File: src/rtl/commit_monitor_pkg.sv
// Shared types and helpers for the commit-stream end-of-run / hang monitor.
package commit_monitor_pkg;

    typedef enum logic [1:0] {
        ST_IDLE,
        ST_RUN,
        ST_DRAIN,
        ST_DONE
    } state_t;

    localparam int POP_W = 64;

    function automatic logic [31:0] popcount(input logic [POP_W-1:0] v);
        logic [31:0] n;
        n = '0;
        for (int i = 0; i < POP_W; i++) begin
            n = n + 32'(v[i]);
        end
        return n;
    endfunction

endpackage

File: src/rtl/commit_monitor_progress.sv
// Oldest-break priority encode, accepted-port mask, last-PC tracking and stall timer.
module commit_monitor_progress #(
    parameter int NUM_PORTS   = 1,
    parameter int XLEN        = 32,
    parameter int STALL_LIMIT = 100
) (
    input  logic                      clock,
    input  logic                      reset,
    input  logic                      run,
    input  logic [NUM_PORTS-1:0]      cmt_valid,
    input  logic [NUM_PORTS*XLEN-1:0] cmt_pc,
    input  logic [NUM_PORTS-1:0]      cmt_break,
    output logic                      brk_hit,
    output logic [NUM_PORTS-1:0]      brk_valid_mask,
    output logic                      stall_expire,
    output logic [XLEN-1:0]           last_pc
);

    localparam int SW = $clog2(STALL_LIMIT + 1);
    localparam logic [SW-1:0] STALL_TC = SW'(STALL_LIMIT - 1);

    logic [SW-1:0]   stall_cnt;
    logic            have_pc;
    logic            progress;
    logic            any_acc;
    logic [XLEN-1:0] young_pc;

    // Walk ports oldest-first; everything younger than the first break is dropped.
    always_comb begin
        brk_hit        = 1'b0;
        brk_valid_mask = '0;
        progress       = 1'b0;
        any_acc        = 1'b0;
        young_pc       = last_pc;
        for (int k = 0; k < NUM_PORTS; k++) begin
            if (!brk_hit) begin
                brk_valid_mask[k] = cmt_valid[k];
                if (cmt_valid[k]) begin
                    any_acc  = 1'b1;
                    young_pc = cmt_pc[k*XLEN +: XLEN];
                    if (!have_pc || (cmt_pc[k*XLEN +: XLEN] != last_pc)) begin
                        progress = 1'b1;
                    end
                    if (cmt_break[k]) begin
                        brk_hit = 1'b1;
                    end
                end
            end
        end
    end

    assign stall_expire = run && !progress && (stall_cnt == STALL_TC);

    always_ff @(posedge clock or negedge reset) begin
        if (!reset) begin
            stall_cnt <= '0;
            have_pc   <= 1'b0;
            last_pc   <= '0;
        end else if (!run) begin
            stall_cnt <= '0;
            have_pc   <= 1'b0;
            last_pc   <= '0;
        end else begin
            if (any_acc) begin
                last_pc <= young_pc;
                have_pc <= 1'b1;
            end
            if (progress) begin
                stall_cnt <= '0;
            end else if (stall_cnt != STALL_TC) begin
                stall_cnt <= stall_cnt + 1'b1;
            end
        end
    end

endmodule

File: src/rtl/commit_monitor.sv
// Commit-stream monitor: ebreak verdict, stall timeout and delayed finish pulse.
// Optional retired-instruction counter is enabled by defining COMMIT_MONITOR_INSTRET_EN.
module commit_monitor
    import commit_monitor_pkg::*;
#(
    parameter int NUM_PORTS    = 1,
    parameter int XLEN         = 32,
    parameter int STALL_LIMIT  = 100,
    parameter int DRAIN_CYCLES = 10,
    parameter int CNT_W        = 32
) (
    input  logic                      clock,
    input  logic                      reset,
    input  logic                      arm_i,
    input  logic [NUM_PORTS-1:0]      cmt_valid_i,
    input  logic [NUM_PORTS*XLEN-1:0] cmt_pc_i,
    input  logic [NUM_PORTS-1:0]      cmt_break_i,
    input  logic [XLEN-1:0]           a0_i,
    output logic                      halted_o,
    output logic                      pass_o,
    output logic                      fail_o,
    output logic                      timeout_o,
    output logic [XLEN-1:0]           exit_code_o,
    output logic [XLEN-1:0]           stuck_pc_o,
    output logic [CNT_W-1:0]          cycle_o,
    output logic [CNT_W-1:0]          instret_o,
    output logic                      finish_o
);

    localparam int DW = (DRAIN_CYCLES > 1) ? $clog2(DRAIN_CYCLES) : 1;
    localparam logic [DW-1:0] DRAIN_LOAD = DW'((DRAIN_CYCLES > 0) ? DRAIN_CYCLES - 1 : 0);

    state_t                 state, state_d;
    logic                   run;
    logic                   brk_hit;
    logic                   stall_expire;
    logic [NUM_PORTS-1:0]   acc_mask;
    logic [XLEN-1:0]        last_pc;
    logic [DW-1:0]          drain_cnt;
    logic                   do_break, do_timeout, finish_d;

    assign run = (state == ST_RUN);

    commit_monitor_progress #(
        .NUM_PORTS  (NUM_PORTS),
        .XLEN       (XLEN),
        .STALL_LIMIT(STALL_LIMIT)
    ) u_progress (
        .clock         (clock),
        .reset         (reset),
        .run           (run),
        .cmt_valid     (cmt_valid_i),
        .cmt_pc        (cmt_pc_i),
        .cmt_break     (cmt_break_i),
        .brk_hit       (brk_hit),
        .brk_valid_mask(acc_mask),
        .stall_expire  (stall_expire),
        .last_pc       (last_pc)
    );

    always_comb begin
        state_d    = state;
        do_break   = 1'b0;
        do_timeout = 1'b0;
        finish_d   = 1'b0;
        case (state)
            ST_IDLE: if (arm_i) state_d = ST_RUN;
            ST_RUN: begin
                // A break in the expiring cycle takes the break verdict.
                if (brk_hit || stall_expire) begin
                    do_break   = brk_hit;
                    do_timeout = !brk_hit;
                    if (DRAIN_CYCLES == 0) begin
                        state_d  = ST_DONE;
                        finish_d = 1'b1;
                    end else begin
                        state_d = ST_DRAIN;
                    end
                end
            end
            ST_DRAIN: begin
                if (drain_cnt == '0) begin
                    state_d  = ST_DONE;
                    finish_d = 1'b1;
                end
            end
            default: state_d = ST_DONE;
        endcase
    end

    always_ff @(posedge clock or negedge reset) begin
        if (!reset) begin
            state       <= ST_IDLE;
            finish_o    <= 1'b0;
            halted_o    <= 1'b0;
            pass_o      <= 1'b0;
            fail_o      <= 1'b0;
            timeout_o   <= 1'b0;
            exit_code_o <= '0;
            stuck_pc_o  <= '0;
            cycle_o     <= '0;
            drain_cnt   <= '0;
        end else begin
            state    <= state_d;
            finish_o <= finish_d;
            if (run && (cycle_o != '1)) cycle_o <= cycle_o + 1'b1;
            if (do_break) begin
                halted_o    <= 1'b1;
                exit_code_o <= a0_i;
                pass_o      <= (a0_i == '0);
                fail_o      <= (a0_i != '0);
            end
            if (do_timeout) begin
                halted_o   <= 1'b1;
                timeout_o  <= 1'b1;
                stuck_pc_o <= last_pc;
            end
            if (run) drain_cnt <= DRAIN_LOAD;
            else if (state == ST_DRAIN) drain_cnt <= drain_cnt - 1'b1;
        end
    end

`ifdef COMMIT_MONITOR_INSTRET_EN
    logic [CNT_W:0] ins_sum;
    assign ins_sum = {1'b0, instret_o} + (CNT_W+1)'(popcount(POP_W'(acc_mask)));

    always_ff @(posedge clock or negedge reset) begin
        if (!reset) instret_o <= '0;
        else if (run) instret_o <= ins_sum[CNT_W] ? '1 : ins_sum[CNT_W-1:0];
    end
`else
    logic unused_acc;
    assign unused_acc = ^acc_mask;
    assign instret_o  = '0;
`endif

endmodule

File: config.mk
export PLATFORM = sky130hd
export DESIGN_NAME = commit_monitor
export DESIGN_NICKNAME = d
export VERILOG_FILES = /design/src/rtl/commit_monitor_pkg.sv /design/src/rtl/commit_monitor_progress.sv /design/src/rtl/commit_monitor.sv
export SDC_FILE = /design/constraint.sdc
export NUM_CORES = 1
export LEC_CHECK = 0
export CAP_MARGIN = 20
export CORE_MARGIN = 4
export CORE_UTILIZATION = 35
export DETAILED_ROUTE_END_ITERATION = 16
export DONT_BUFFER_PORTS = 1
export PLACE_DENSITY = 0.56
export SLEW_MARGIN = 20
export SYNTH_ARGS = -nofsm -noshare
export SYNTH_HDL_FRONTEND = slang
export SYNTH_SLANG_ARGS = --single-unit
File: constraint.sdc
create_clock -name clock -period 2.9 [get_ports clock]
set_input_delay 0.145 -clock clock [delete_from_list [all_inputs] [get_ports clock]]
set_output_delay 0.145 -clock clock [all_outputs]
set_load 0.05 [all_outputs]
# After elaboration in Yosys (flattened, before gate mapping)
# Index checks and enable logic that the tools add are counted.
# totals
ff_bits,147
latchBits,0
ram_bits,0
rom_bits,0
input_bits,69
out_inout_bits,133
elab_cells,71
n_memories,0
# classes
add_sub_neg,3
mul,0
n_div,0
magnitude_cmp,0
eq_ne,12
n_shift,0
n_mux,27
bitwise_logic,0
n_reduce_logical,16
# ops
op,n
32-bit 2-to-1 mux,3
32-bit by 1-bit adder with 32-bit output (second input constant),1
32-bit zero test,1
32-bit != test,1
32-bit != test (second input constant),1
32-bit nonzero test,1
7-bit 2-to-1 mux,3
1-bit 2-to-1 mux,15
4-bit 2-to-1 mux,2
7-bit by 1-bit adder with 7-bit output (second input constant),1
7-bit equality test (second input constant),1
7-bit != test (second input constant),1
2-bit 2-to-1 mux,3
2-bit != test (second input constant),3
2-bit case mux with 3 select lines,1
4-bit zero test,1
2-bit by 1-bit != test with 1-bit output (second input constant),2
2-bit nonzero test,2
4-bit by 1-bit subtractor with 4-bit output (second input constant),1
1-bit logical AND,3
1-bit zero test,3
3-bit by 1-bit != test with 1-bit output (second input constant),1
3-bit AND reduction,1
2-bit by 1-bit equality test with 1-bit output (second input constant),1
4 further kinds,5

# Logic depth before layout (Yosys ltp)
# Gate-level depths: netlist of run 1.
# logic_depth
word_depth,12
depth_mapped,9
ltp_nobuf,8

# Hierarchy
# From an unflattened synthesis of run 1, not the netlist that was laid out.
# hier_totals
hier_cells,555
area_unflattened_um2,6895.4
# modules_own_cells
mod,instances,cells_per_inst,area_each_um2,seq_area_each_um2
commit_monitor,1,368,4788.3,2677.6
commit_monitor_progress,1,187,2107.0,1001.0

# Worst setup path after synthesis of run 1
# OpenSTA, ideal clock, no wires.
# synth_path
kind,reg-to-reg
from,reg state[1]
to,reg stuck_pc_o[24]
setup_time_ps,125
arrival_time_ps,2345
t_required_ps,2775
setup_slack_ps,430
stages_incl_launch_ff,10
n_path_buf,2
period_less_slack_ps,2470
path_cell_list,dfrtp_1 > inv_1 > ha_1 > and4_1 > nand2_1 > or4_4 > o31a_1 > buf_6 > buf_8 > mux2_4
# synth_via
elab_chain_len,6
# synth_rtl
item,line,text
from (decl),commit_monitor.sv:33,"state_t state, state_d;"
from (signal assigned),commit_monitor.sv:104,state <= state_d;
2-bit by 1-bit equality test with 1-bit output (*),commit_monitor.sv:42,assign run = (state == ST_RUN);
net run,commit_monitor.sv:34,logic run;
1-bit logical AND (2 in series),commit_monitor_progress.sv:52,assign stall_expire = run && !progress && (stall_cnt == STALL_TC);
1-bit logical OR,commit_monitor.sv:70,if (brk_hit || stall_expire) begin
1-bit 2-to-1 mux,commit_monitor.sv:70,
1-bit 2-to-1 mux (*),commit_monitor.sv:66,case (state)
to (signal assigned),commit_monitor.sv:116,stuck_pc_o <= last_pc;
to (decl),commit_monitor.sv:24,"output logic [XLEN-1:0] stuck_pc_o,"
# Mark *: on every way through the listed nets, which the timed path passes. The rest lies on a longest branch.
# A chain may end at the register's enable or synchronous reset.

# Worst setup path after layout of run 1
# layout_path
from,reg u_progress.last_pc[27]
to,reg stuck_pc_o[8]
# layout_via
elab_chain_len,10
# layout_rtl
item,line,text
from (decl),commit_monitor_progress.sv:16,output logic [XLEN-1:0] last_pc
from (signal assigned),commit_monitor_progress.sv:65,last_pc <= young_pc;
32-bit != test,commit_monitor_progress.sv:41,if (!have_pc || (cmt_pc[k*XLEN +: XLEN] != last_pc)) begin
1-bit logical OR,commit_monitor_progress.sv:41,
1-bit 2-to-1 mux,commit_monitor_progress.sv:41,
1-bit 2-to-1 mux,commit_monitor_progress.sv:38,if (cmt_valid[k]) begin
1-bit zero test,commit_monitor_progress.sv:52,
1-bit logical AND (2 in series),commit_monitor_progress.sv:52,
1-bit logical OR,commit_monitor.sv:70,
1-bit 2-to-1 mux,commit_monitor.sv:70,
1-bit 2-to-1 mux,commit_monitor.sv:66,
# No other way between the ends.

==> results of run 1 <==
cell families (layout without fill, tap and decap cells):
kind of cell    Yosys count  after routing  share of synthesized area [%]
flops                   147            147                           52.6
compound gates           23             23                           2.38
buf+inv                  62            148                           5.78
mux                     100            100                           17.0
simple gates            167            167                           12.9
xor+xnor                 61             61                           7.65
other cells               1             32                         0.0537
fa+ha+maj                 9              9                           1.61
area by class of cell:
class,count,area [um2]
Clock buffer,19,433
Clock inverter,13,184
Fill cell,1796,10900
Inverter,13,48.8
Multi-Input combinational cell,392,3020
Sequential cell,147,3680
Tap cell,265,332
Timing Repair Buffer,103,968
routing by layer:
metal / global-route usage [%] / share of wire (%) / vias up
met5: 0 / 0 / -
met4: 4.49 / 1.3 / 0
met3: 5.23 / 6.6 / 16
met2: 27.1 / 52 / 137
met1: 18.0 / 40 / 2251
li1: - / - / 2110
flip-flops by register name (all words and copies together), names as in the netlist:
| signal | flops |
|---|---|
| cycle_o | 32 |
| exit_code_o | 32 |
| stuck_pc_o | 32 |
| u_progress.last_pc | 32 |
| u_progress.stall_cnt | 7 |
| drain_cnt | 4 |
| state | 2 |
| fail_o | 1 |
| finish_o | 1 |
| halted_o | 1 |
| pass_o | 1 |
| timeout_o | 1 |
| u_progress.have_pc | 1 |
worst max-delay path: stages (launching register included):
cell     delay [ps]
dfrtp_1         400
xor2_1          180
nor4_2          270
nand4_1         170
or4_4           540
o31a_2          420
buf_12          220
mux2_4          300
path summary, 6_finish.rpt:
check | from | endpoint | depth (start not counted)
setup / recovery | u_progress.last_pc[27]$_DFFE_PN0P_ | stuck_pc_o[8]$_DFFE_PN0P_ | 7
hold / removal | reset | stuck_pc_o[25]$_DFFE_PN0P_ | 0
setup reg to reg | u_progress.last_pc[27]$_DFFE_PN0P_ | stuck_pc_o[8]$_DFFE_PN0P_ | 7
hold reg to reg | u_progress.have_pc$_DFFE_PN0P_ | u_progress.have_pc$_DFFE_PN0P_ | 1
max in group asynchronous | reset | cycle_o[19]$_DFFE_PN0P_ | 0
min in group clock | a0_i[21] | pass_o$_DFFE_PN0P_ | 4
cell usage after synthesis, types with 2 or more instances:
cell      instances
clkbuf_1         13
a22oi_1           2
or3_1             4
nor3b_1           2
mux2_2           38
mux2i_1          34
xor2_1           31
ha_1              9
nand2_1          30
o21a_1            2
nor3_1            8
and4_1            3
nand2b_1          4
nor4_1           14
buf_4            32
dfrtp_1         147
o31ai_1           3
nand4_1          13
inv_1            13
mux2_4           28
xnor2_1          30
o21ai_0           3
a21oi_1           3
o31a_1            2
o22ai_1           2
buf_12            2
nor2_1           25
nand3_1          17
nor2b_1          32
and3_1            9
where the power goes:
| group | internal [mW] | leakage [nW] | switching, mW |
|---|---|---|---|
| clock | 1.44 | 0.293 | 0.870 |
| combinational | 0.0934 | 1.96 | 0.144 |
| sequential | 2.05 | 2.04 | 0 |
| total | 3.59 | 4.29 | 1.01 |
through the flow:
stage	area, um2	worst slack, ps	instances
finish	8670	281	952
floorplan	7100	430	601
global placement	7370	324	854
CTS	8670	251	952
global route	8670	84.2	952
detailed placement	7370	266	854
==> summary.md, run 1 <==
| Metric | Value |
|---|---|
| GR Util All Layers | 15.5% |
| Final Cycle Share | 90.3% |
| CP Max Fanout | 21 |
| Fin Setup TNS | 0 ps |
| Ports | 202 |
| Number of flops mapped to enable cells by yosys | 0 |
| Synth Cell Area | ~0.007 mm2 |
| Clock latency on the worst-skew pair | between 400 and 500 ps |
| Synth area leaders | dfrtp_1 (53%), mux2_2 (6.1%), mux2_4 (6.0%), mux2i_1 (4.9%), xor2_1 (3.9%) |
| Area fraction of the dominant cell type after synthesis | 52.6% |
| Seq/Total Area, Yosys | between 50% and 60% |
| Routed Wire Length | between 15000 and 20000 um |
| Skew final | ~12 ps |
| Die area | 0.0223 mm2 |
| Post-synthesis cell count | 570 |
| Buffers on Ports | 0 |
| Worst hold-check path type | input port to asynchronous set/reset pin |
| Vias/cell | around 4.7 |
| Core Rows | 51 |
| Warning count from the yosys run | 0 |
| Most frequent cells in the layout | dfrtp_1 (147), dlygate4sd3_1 (65), mux2_2 (38), buf_4 (36), mux2i_1 (34) |
| RSZ-0062 raised after global routing | no |
| Max-Cap Viols | 0 |
| CTS Hold Bufs | 66 |
| Via count | 4514 |
| Die Wd | approximately 150 um |
| Status | finished with violations |
| Total power | roughly 4.6 mW |
| Leak | 4.29 nW |
| Gpl congestion | approximately 0.77 |
| Most common cell after layout, fill and taps aside | dfrtp_1 |
| Final ANT Viol Nets | 0 |
| Critical Path Sink Type | flip-flop |
| Final Hold Fails | 147 |
| WL/cell | approximately 18 um |
| Post-CTS Setup Inserts | 0 |
| Initial Util | 35.8% |
| First-pass GRT wire length | 26900 um |
| PostCTS Resize Cnt | 0 |
| Failing checks | hold timing |
| Post-DP HPWL | roughly 12000 um |
| Pwr Density | approximately 530 mW/mm2 |
| Hold_ws | -565 ps |
| Slew headroom | 59.1% |
| Vias in the first global route | roughly 4900 |
| Router iterations before antenna repair | 5 |
| CTS sink cnt | ~150 |
| CTS buffer count | 17 |
| Initial antenna violation count | 0 |
| Max Clock Freq | between 300 and 400 MHz |
| WS Path Type | flip-flop to flip-flop |
| Max clock buf depth | 2 |
| Layout cells sized above 1 | about a fifth |
| Yosys top cell by area | dfrtp_1 |
| #FFs+latches synth | between 100 and 150 |
| Total global routing overflow | 0 |
| Setup-failing EPs final | 0 |
| Max VDD drop | between 300 and 400 uV |
| Slew Limit Fails | 0 |
| Main synth FF type | dfrtp_1 |
| Final Core Density | approximately 44% |
| CP arrival | about 2900 ps |
| Layout Nets | roughly 750 |
| Startpoint Class | flip-flop |
| Area delta synth->final | 24.0% |
| CTS tree | built |
| R2r setup slk | 280 ps |
| Fin crit period | 2620 ps |
| Root Driver | clkbuf_16 |
| Core area | around 0.020 mm2 |
| DR iter-0 viols | 172 |
| Worst-margin pin slew | approximately 610 ps |
| DRC Markers | 0 |
| ANT cells | 0 |
| Largest net degree at the start of global routing | roughly 150 |
| Die Height | between 100 and 150 um |
| Htree depth | 4 |
| Synth async-reset ratio | between 90% and 100% |
| CTS clk-pin slew, worst paths | 60 ps |
| Critical Path RT | approximately 3200 ps |
| Avg Cell Area, Syn | 12.3 um2 |
| Yosys cell types | 45 |
(Power assumes the default switching activity.)
==> inputs of run 2 (changes only) <==
- GPL_TIMING_DRIVEN: not set -> 0
- SLEW_MARGIN: 20 -> 0
==> run 2 against run 1 <==
The flow still finishes with violations (hold timing). Count of clock-buffer cells in the layout unchanged. Combinational power grew 14%. Via count grew 1.4%. Flip-flop and latch count unchanged. Clock power down 3%. First-iteration DRC count down 0.58%. Clock skew is 6.1 ps lower. Utilization increased by 0.096 points. Largest power group unchanged.
==> summary.md, run 2 (synthesis results as in run 1) <==
| Metric | Value |
|---|---|
| Total global routing overflow | 0 (unchanged) |
| Max Clock Freq | 361 MHz (was 382 MHz) |
| Vias in the first global route | 4908 (was 4896) |
| Grt peak-use layer | met2 (unchanged) |
| Leak | 4.30 nW (was 4.29 nW) |
| Status | finished with violations (unchanged) |
| Most common cell after layout, fill and taps aside | dfrtp_1 (unchanged) |
| Non-filler cells, final | 960 (was 952) |
| DR iter-0 viols | 171 (was 172) |
| Hold_ws | -571 ps (was -565 ps) |
| Initial antenna violation count | 0 (unchanged) |
| Final Hold Fails | 147 (unchanged) |
| Core area | 0.0195 mm2 (unchanged) |
| Die area | 0.0223 mm2 (unchanged) |
| Initial Util | 35.8% (unchanged) |
| Final Cycle Share | 95.4% (was 90.3%) |
| CTS sink cnt | 147 (unchanged) |
| Core Rows | 51 (unchanged) |
| Setup-failing EPs final | 0 (unchanged) |
| Slew headroom | 47.9% (was 59.1%) |
| GR Util All Layers | 15.5% (about the same) |
| ANT cells | 0 (unchanged) |
| Slew Limit Fails | 0 (unchanged) |
| Worst path max stage delay | 560 ps (was 540 ps) |
| Routed Wire Length | 17100 um (was 17000 um) |
| Skew final | 5.58 ps (was 11.7 ps) |
| CTS Hold Bufs | 64 (was 66) |
| Met2 GRT Util | 26.7% (was 27.1%) |
| Fin Setup TNS | 0 ps (unchanged) |
| Fin crit period | 2770 ps (was 2620 ps) |
| Post-CTS Setup Inserts | 0 (unchanged) |
| GR Layer Usage met3 | 4.47% (was 5.23%) |
| DRC Markers | 0 (unchanged) |
| Max VDD drop | 368 uV (was 367 uV) |
| Die Wd | 149 um (unchanged) |
| Die Height | 149 um (unchanged) |
| RSZ-0062 raised after global routing | no (unchanged) |
| CP max stage cell | or4_4 (unchanged) |
| Vias/cell | 4.77 (was 4.74) |
| Critical Path Sink Type | flip-flop (unchanged) |
| Buffers on Ports | 0 (unchanged) |
| Total power | 4.55 mW (was 4.60 mW) |
| Max-Cap Viols | 0 (unchanged) |
| Met1 usage | 18.5% (was 18.0%) |
| Ports | 202 (unchanged) |
| Pwr Density | 524 mW/mm2 (was 531 mW/mm2) |
| CTS tree | built (unchanged) |
| Worst hold-check path type | input port to asynchronous set/reset pin (unchanged) |
| CP Max Fanout | 10 (was 21) |
| Final Core Density | 44.5% (was 44.4%) |
| Worst-margin pin slew | 782 ps (was 614 ps) |
| Critical Path RT | 3200 ps (about the same) |
| Failing checks | hold timing (unchanged) |
| WS Path Type | flip-flop to flip-flop (unchanged) |
| First-pass GRT wire length | 27000 um (was 26900 um) |
| Router iterations before antenna repair | 4 (was 5) |
| Most frequent cells in the layout | dfrtp_1 (146), dlygate4sd3_1 (64), mux2_2 (38), mux2i_1 (34) (was dfrtp_1 (147), dlygate4sd3_1 (65), mux2_2 (38), buf_4 (36), mux2i_1 (34)) |
| WL/cell | 17.8 um (about the same) |
| Htree depth | 4 (unchanged) |
| Startpoint Class | flip-flop (unchanged) |
| Post-DP HPWL | 11800 um (was 11500 um) |
| Layout Nets | 762 (was 752) |
| CP arrival | 3060 ps (was 2910 ps) |
| Final ANT Viol Nets | 0 (unchanged) |
| Placed cell count | 866 (was 854) |
| Max clock buf depth | 2 (unchanged) |
| Ordered cell list for the critical path | xor2_1, nor4_2, nand4_1, or4_4, o31a_1, buf_6, buf_8, mux2_4 (was xor2_1, nor4_2, nand4_1, or4_4, o31a_2, buf_12, mux2_4) |
| Gpl congestion | 0.772 (was 0.767) |
| CTS clk-pin slew, worst paths | 60 ps (about the same) |
| Area delta synth->final | 24.3% (was 24.0%) |
| Via count | 4579 (was 4514) |
| Layout cells sized above 1 | 20.0% (was 20.2%) |
| Clock latency on the worst-skew pair | 410 ps (was 420 ps) |
| Root Driver | clkbuf_16 (unchanged) |
| CTS buffer count | 17 (unchanged) |
| Largest net degree at the start of global routing | 148 (unchanged) |
==> run 2: changes by cell type in the layout (fill, tap and decap cells not counted), sizes merged, moves of 2 or more <==
cell,previous run,this run
clkbuf,19,32
buf,38,36
clkinv,5,7
clkinvlp,3,1
==> run 2: power breakdown <==
group	switching [mW]	total, mW	leakage [nW]	internal (mW)
logic	0.150	0.269	1.96	0.120
registers	0	2.05	2.04	2.05
clock network	0.847	2.23	0.294	1.38
==> run 2: routing by layer <==
layer / part of all wire, % / up-vias
met2: 51 / 132
met1: 41 / 2291
met3: 6.5 / 25
met5: 0 / -
met4: 2.1 / 0
li1: - / 2131
==> run 2: final timing paths <==
path	startpoint	endpoint	slack (ps)	cells after the start
min in group clock	a0_i[22]	pass_o$_DFFE_PN0P_	30	4
max in group asynchronous	reset	cycle_o[28]$_DFFE_PN0P_	3270	0
max reg2reg	u_progress.last_pc[27]$_DFFE_PN0P_	stuck_pc_o[28]$_DFFE_PN0P_	130	8
min reg2reg	u_progress.have_pc$_DFFE_PN0P_	u_progress.have_pc$_DFFE_PN0P_	480	1
max	u_progress.last_pc[27]$_DFFE_PN0P_	stuck_pc_o[28]$_DFFE_PN0P_	130	8
min	reset	u_progress.last_pc[19]$_DFFE_PN0P_	-570	0
==> run 2: metrics by stage <==
| stage | cell area [um2] | worst slack (ps) |
|---|---|---|
| 2_1_floorplan | 7100 | 430 |
| 3_3_place_gp | 7440 | 75.5 |
| 3_5_place_dp | 7440 | 48.1 |
| 4_1_cts | 8670 | 28.3 |
| 5_1_grt | 8690 | 11.9 |
| 6_report | 8690 | 133 |
==> run 2: worst max-delay path: cells and delay by family (launching register included) <==
kind / cells / cell delay [ps]
AND/OR/NAND/NOR: 3 / 1150
flip-flops: 1 / 410
buffers and inverters: 2 / 320
multiplexers: 1 / 300
AO/OA/AOI/OAI: 1 / 260
XOR/XNOR: 1 / 210
==> run 2: what timing repair did <==
action	CTS	global route
resized for setup	0	4
endpoints found under the setup margin	0	31
hold endpoints to repair	212	147
==> run 2: final cells by class <==
type                       count  area [um2]
buffer                        49         355
clock buffer                  19         453
clock inverter                11         136
fill                        1876       10800
inverter                      13        48.8
multi-input combinational    392        3040
sequential                   147        3680
tap                          265         332
timing repair buffer          64         641
==> inputs of run 3 (changes only) <==
- CORE_UTILIZATION: 35 -> 30
- PLACE_DENSITY: 0.56 -> 0.51
- SYNTH_HIERARCHICAL: not set -> 1
- clock period: 2.9 -> 3.1 ns (I/O delays scaled with it)
==> run 3 against run 2 <==
The flow still finishes with violations (hold timing). Wire length up 0.28%. Critical path depth up 2. Global-route usage down 2.0 points. Hold slack better by 12 ps. Largest power group unchanged.
==> summary.md, run 3 <==
| Metric | Value |
|---|---|
| Most frequent cells in the layout | dfrtp_1 (147), mux2_2 (65), dlygate4sd3_1 (64), xnor2_1 (44), buf_4 (36) (was dfrtp_1 (146), dlygate4sd3_1 (64), mux2_2 (38), mux2i_1 (34)) |
| Startpoint Class | flip-flop (unchanged) |
| Most common cell after layout, fill and taps aside | dfrtp_1 (unchanged) |
| DR iter-0 viols | 163 (was 171) |
| Fin crit period | 2870 ps (was 2770 ps) |
| Htree depth | 4 (unchanged) |
| Slew Limit Fails | 0 (unchanged) |
| Initial antenna violation count | 0 (unchanged) |
| ANT cells | 0 (unchanged) |
| Status | finished with violations (unchanged) |
| Max-Cap Viols | 0 (unchanged) |
| WL/cell | 17.7 um (was 17.8 um) |
| Pwr Density | 503 mW/mm2 (was 524 mW/mm2) |
| CP arrival | 3170 ps (was 3060 ps) |
| Fin Setup TNS | 0 ps (unchanged) |
| CTS tree | built (unchanged) |
| Vias in the first global route | 4875 (was 4908) |
| Area delta synth->final | 25.8% (was 24.3%) |
| First-pass GRT wire length | 27400 um (was 27000 um) |
| Final worst-path setup slack | 232 ps (was 133 ps) |
| CTS clk-pin slew, worst paths | 70 ps (was 60 ps) |
| Worst-margin pin slew | 633 ps (was 782 ps) |
| Vias/cell | 4.59 (was 4.77) |
| DRC Markers | 0 (unchanged) |
| Post-DP HPWL | 12000 um (was 11800 um) |
| Hold_ws | -559 ps (was -571 ps) |
| Failing checks | hold timing (unchanged) |
| Core area | 0.0226 mm2 (was 0.0195 mm2) |
| Initial Util | 30.4% (was 35.8%) |
| Clock latency on the worst-skew pair | 420 ps (was 410 ps) |
| Final Hold Fails | 147 (unchanged) |
| Layout cells sized above 1 | 22.5% (was 20.0%) |
| Gpl congestion | 0.743 (was 0.772) |
| CTS Hold Bufs | 64 (unchanged) |
| WS Path Type | flip-flop to flip-flop (unchanged) |
| Final Cycle Share | 92.5% (was 95.4%) |
| Dpl ws | -124 ps (was 48.1 ps) |
| Router iterations before antenna repair | 6 (was 4) |
| Setup-failing EPs final | 0 (unchanged) |
| CTS sink cnt | 147 (unchanged) |
| Worst hold-check path type | input port to asynchronous set/reset pin (unchanged) |
| Total global routing overflow | 0 (unchanged) |
| Max VDD drop | 304 uV (was 368 uV) |
| Routed Wire Length | 17100 um (about the same) |
| Ports | 202 (unchanged) |
| Synth Cell Area | 0.00689 mm2 (was 0.00699 mm2) |
| Warning count from the yosys run | 6 (was 0) |
| Critical Path Sink Type | flip-flop (unchanged) |
| Die Wd | 160 um (was 149 um) |
| Layout fillers | 2157 (was 1876) |
| Die Height | 160 um (was 149 um) |
| Leak | 4.25 nW (was 4.30 nW) |
| Largest net degree at the start of global routing | 148 (unchanged) |
| RSZ-0062 raised after global routing | no (unchanged) |
| Post-synthesis cell count | 554 (was 570) |
| Die area | 0.0254 mm2 (was 0.0223 mm2) |
| Core Rows | 55 (was 51) |
| Slew headroom | 57.4% (was 47.9%) |
| Avg Cell Area, Syn | 12.4 um2 (was 12.3 um2) |
| Root Driver | clkbuf_16 (unchanged) |
| Buffers on Ports | 0 (unchanged) |
| Via count | 4451 (was 4579) |
| Layout Nets | 749 (was 762) |
| Final ANT Viol Nets | 0 (unchanged) |
| CP Max Fanout | 10 (unchanged) |
| Critical Path RT | 3410 ps (was 3200 ps) |
| GR Util All Layers | 13.5% (was 15.5%) |
| CTS buffer count | 17 (unchanged) |
| Max clock buf depth | 2 (unchanged) |
| Max Clock Freq | 349 MHz (was 361 MHz) |
| Skew final | 10.2 ps (was 5.58 ps) |
run 3: timing repair:
| item | CTS | global route |
|---|---|---|
| endpoints found under the setup margin | 28 | 28 |
| endpoints found under the hold margin | 211 | 147 |
| resized for setup | 1 | 3 |
| buffers inserted | 2 | 1 |
run 3: area by class of cell:
class | count | area [um2] | share of cell area [%]
Buffer | 49 | 338 | 3.90
Timing Repair Buffer | 67 | 663 | 7.66
Tap cell | 285 | 357 | 4.12
Clock inverter | 15 | 195 | 2.25
Inverter | 9 | 33.8 | 0.390
Clock buffer | 17 | 425 | 4.91
Sequential cell | 147 | 3680 | 42.5
Multi-Input combinational cell | 380 | 2970 | 34.3
run 3: per-stage QoR:
| stage | std cells | util [%] | power (mW) | cell area, um2 |
|---|---|---|---|---|
| 6_report | 969 | 38.3 | 4.35 | 8660 |
| 5_1_grt | 969 | 38.3 | 4.51 | 8660 |
| 4_1_cts | 968 | 38.2 | 4.42 | 8640 |
| 3_5_place_dp | 870 | 32.5 | 2.13 | 7360 |
| 3_3_place_gp | 870 | 32.5 | 2.13 | 7360 |
| 2_1_floorplan | 585 | - | 2.12 | 7000 |
run 3: where the power goes:
group	leakage, nW	switching, mW	internal (mW)
logic	1.90	0.136	0.115
registers	2.04	0	1.92
clock network	0.309	0.889	1.30
total	4.25	1.02	3.33
run 3: path summary, 6_finish.rpt:
path | from | end | depth (start not counted) | slack [ps]
max | state[1]$_DFFE_PN0P_ | stuck_pc_o[16]$_DFFE_PN0P_ | 10 | 230
min | reset | stuck_pc_o[1]$_DFFE_PN0P_ | 0 | -560
max reg2reg | state[1]$_DFFE_PN0P_ | stuck_pc_o[16]$_DFFE_PN0P_ | 10 | 230
min reg2reg | u_progress/have_pc$_DFFE_PN0P_ | u_progress/have_pc$_DFFE_PN0P_ | 1 | 500
max in group asynchronous | reset | exit_code_o[1]$_DFFE_PN0P_ | 0 | 3410
min in group clock | a0_i[5] | fail_o$_DFFE_PN0P_ | 4 | 60
run 3: per-layer routing:
metal  vias to the layer above  GRT usage, %  routed length (um)  share of wire, %
met1                      2198          15.3                6830                40
met4                         0          4.58                 281               1.6
li1                       2097             -                   -                 -
met3                        17          4.63                1210               7.1
met2                       139          23.7                8810                51
met5                         -             0                   0                 0
run 3: critical path: stages, from the launching register on:
cell and delay (ps):
dfrtp_1 390, inv_1 180, ha_4 230, nand2_1 70, a211o_1 280, nor4_2 300, a31oi_2 230, nor2_1 200
nand3b_1 240, buf_2 310, mux2_2 310
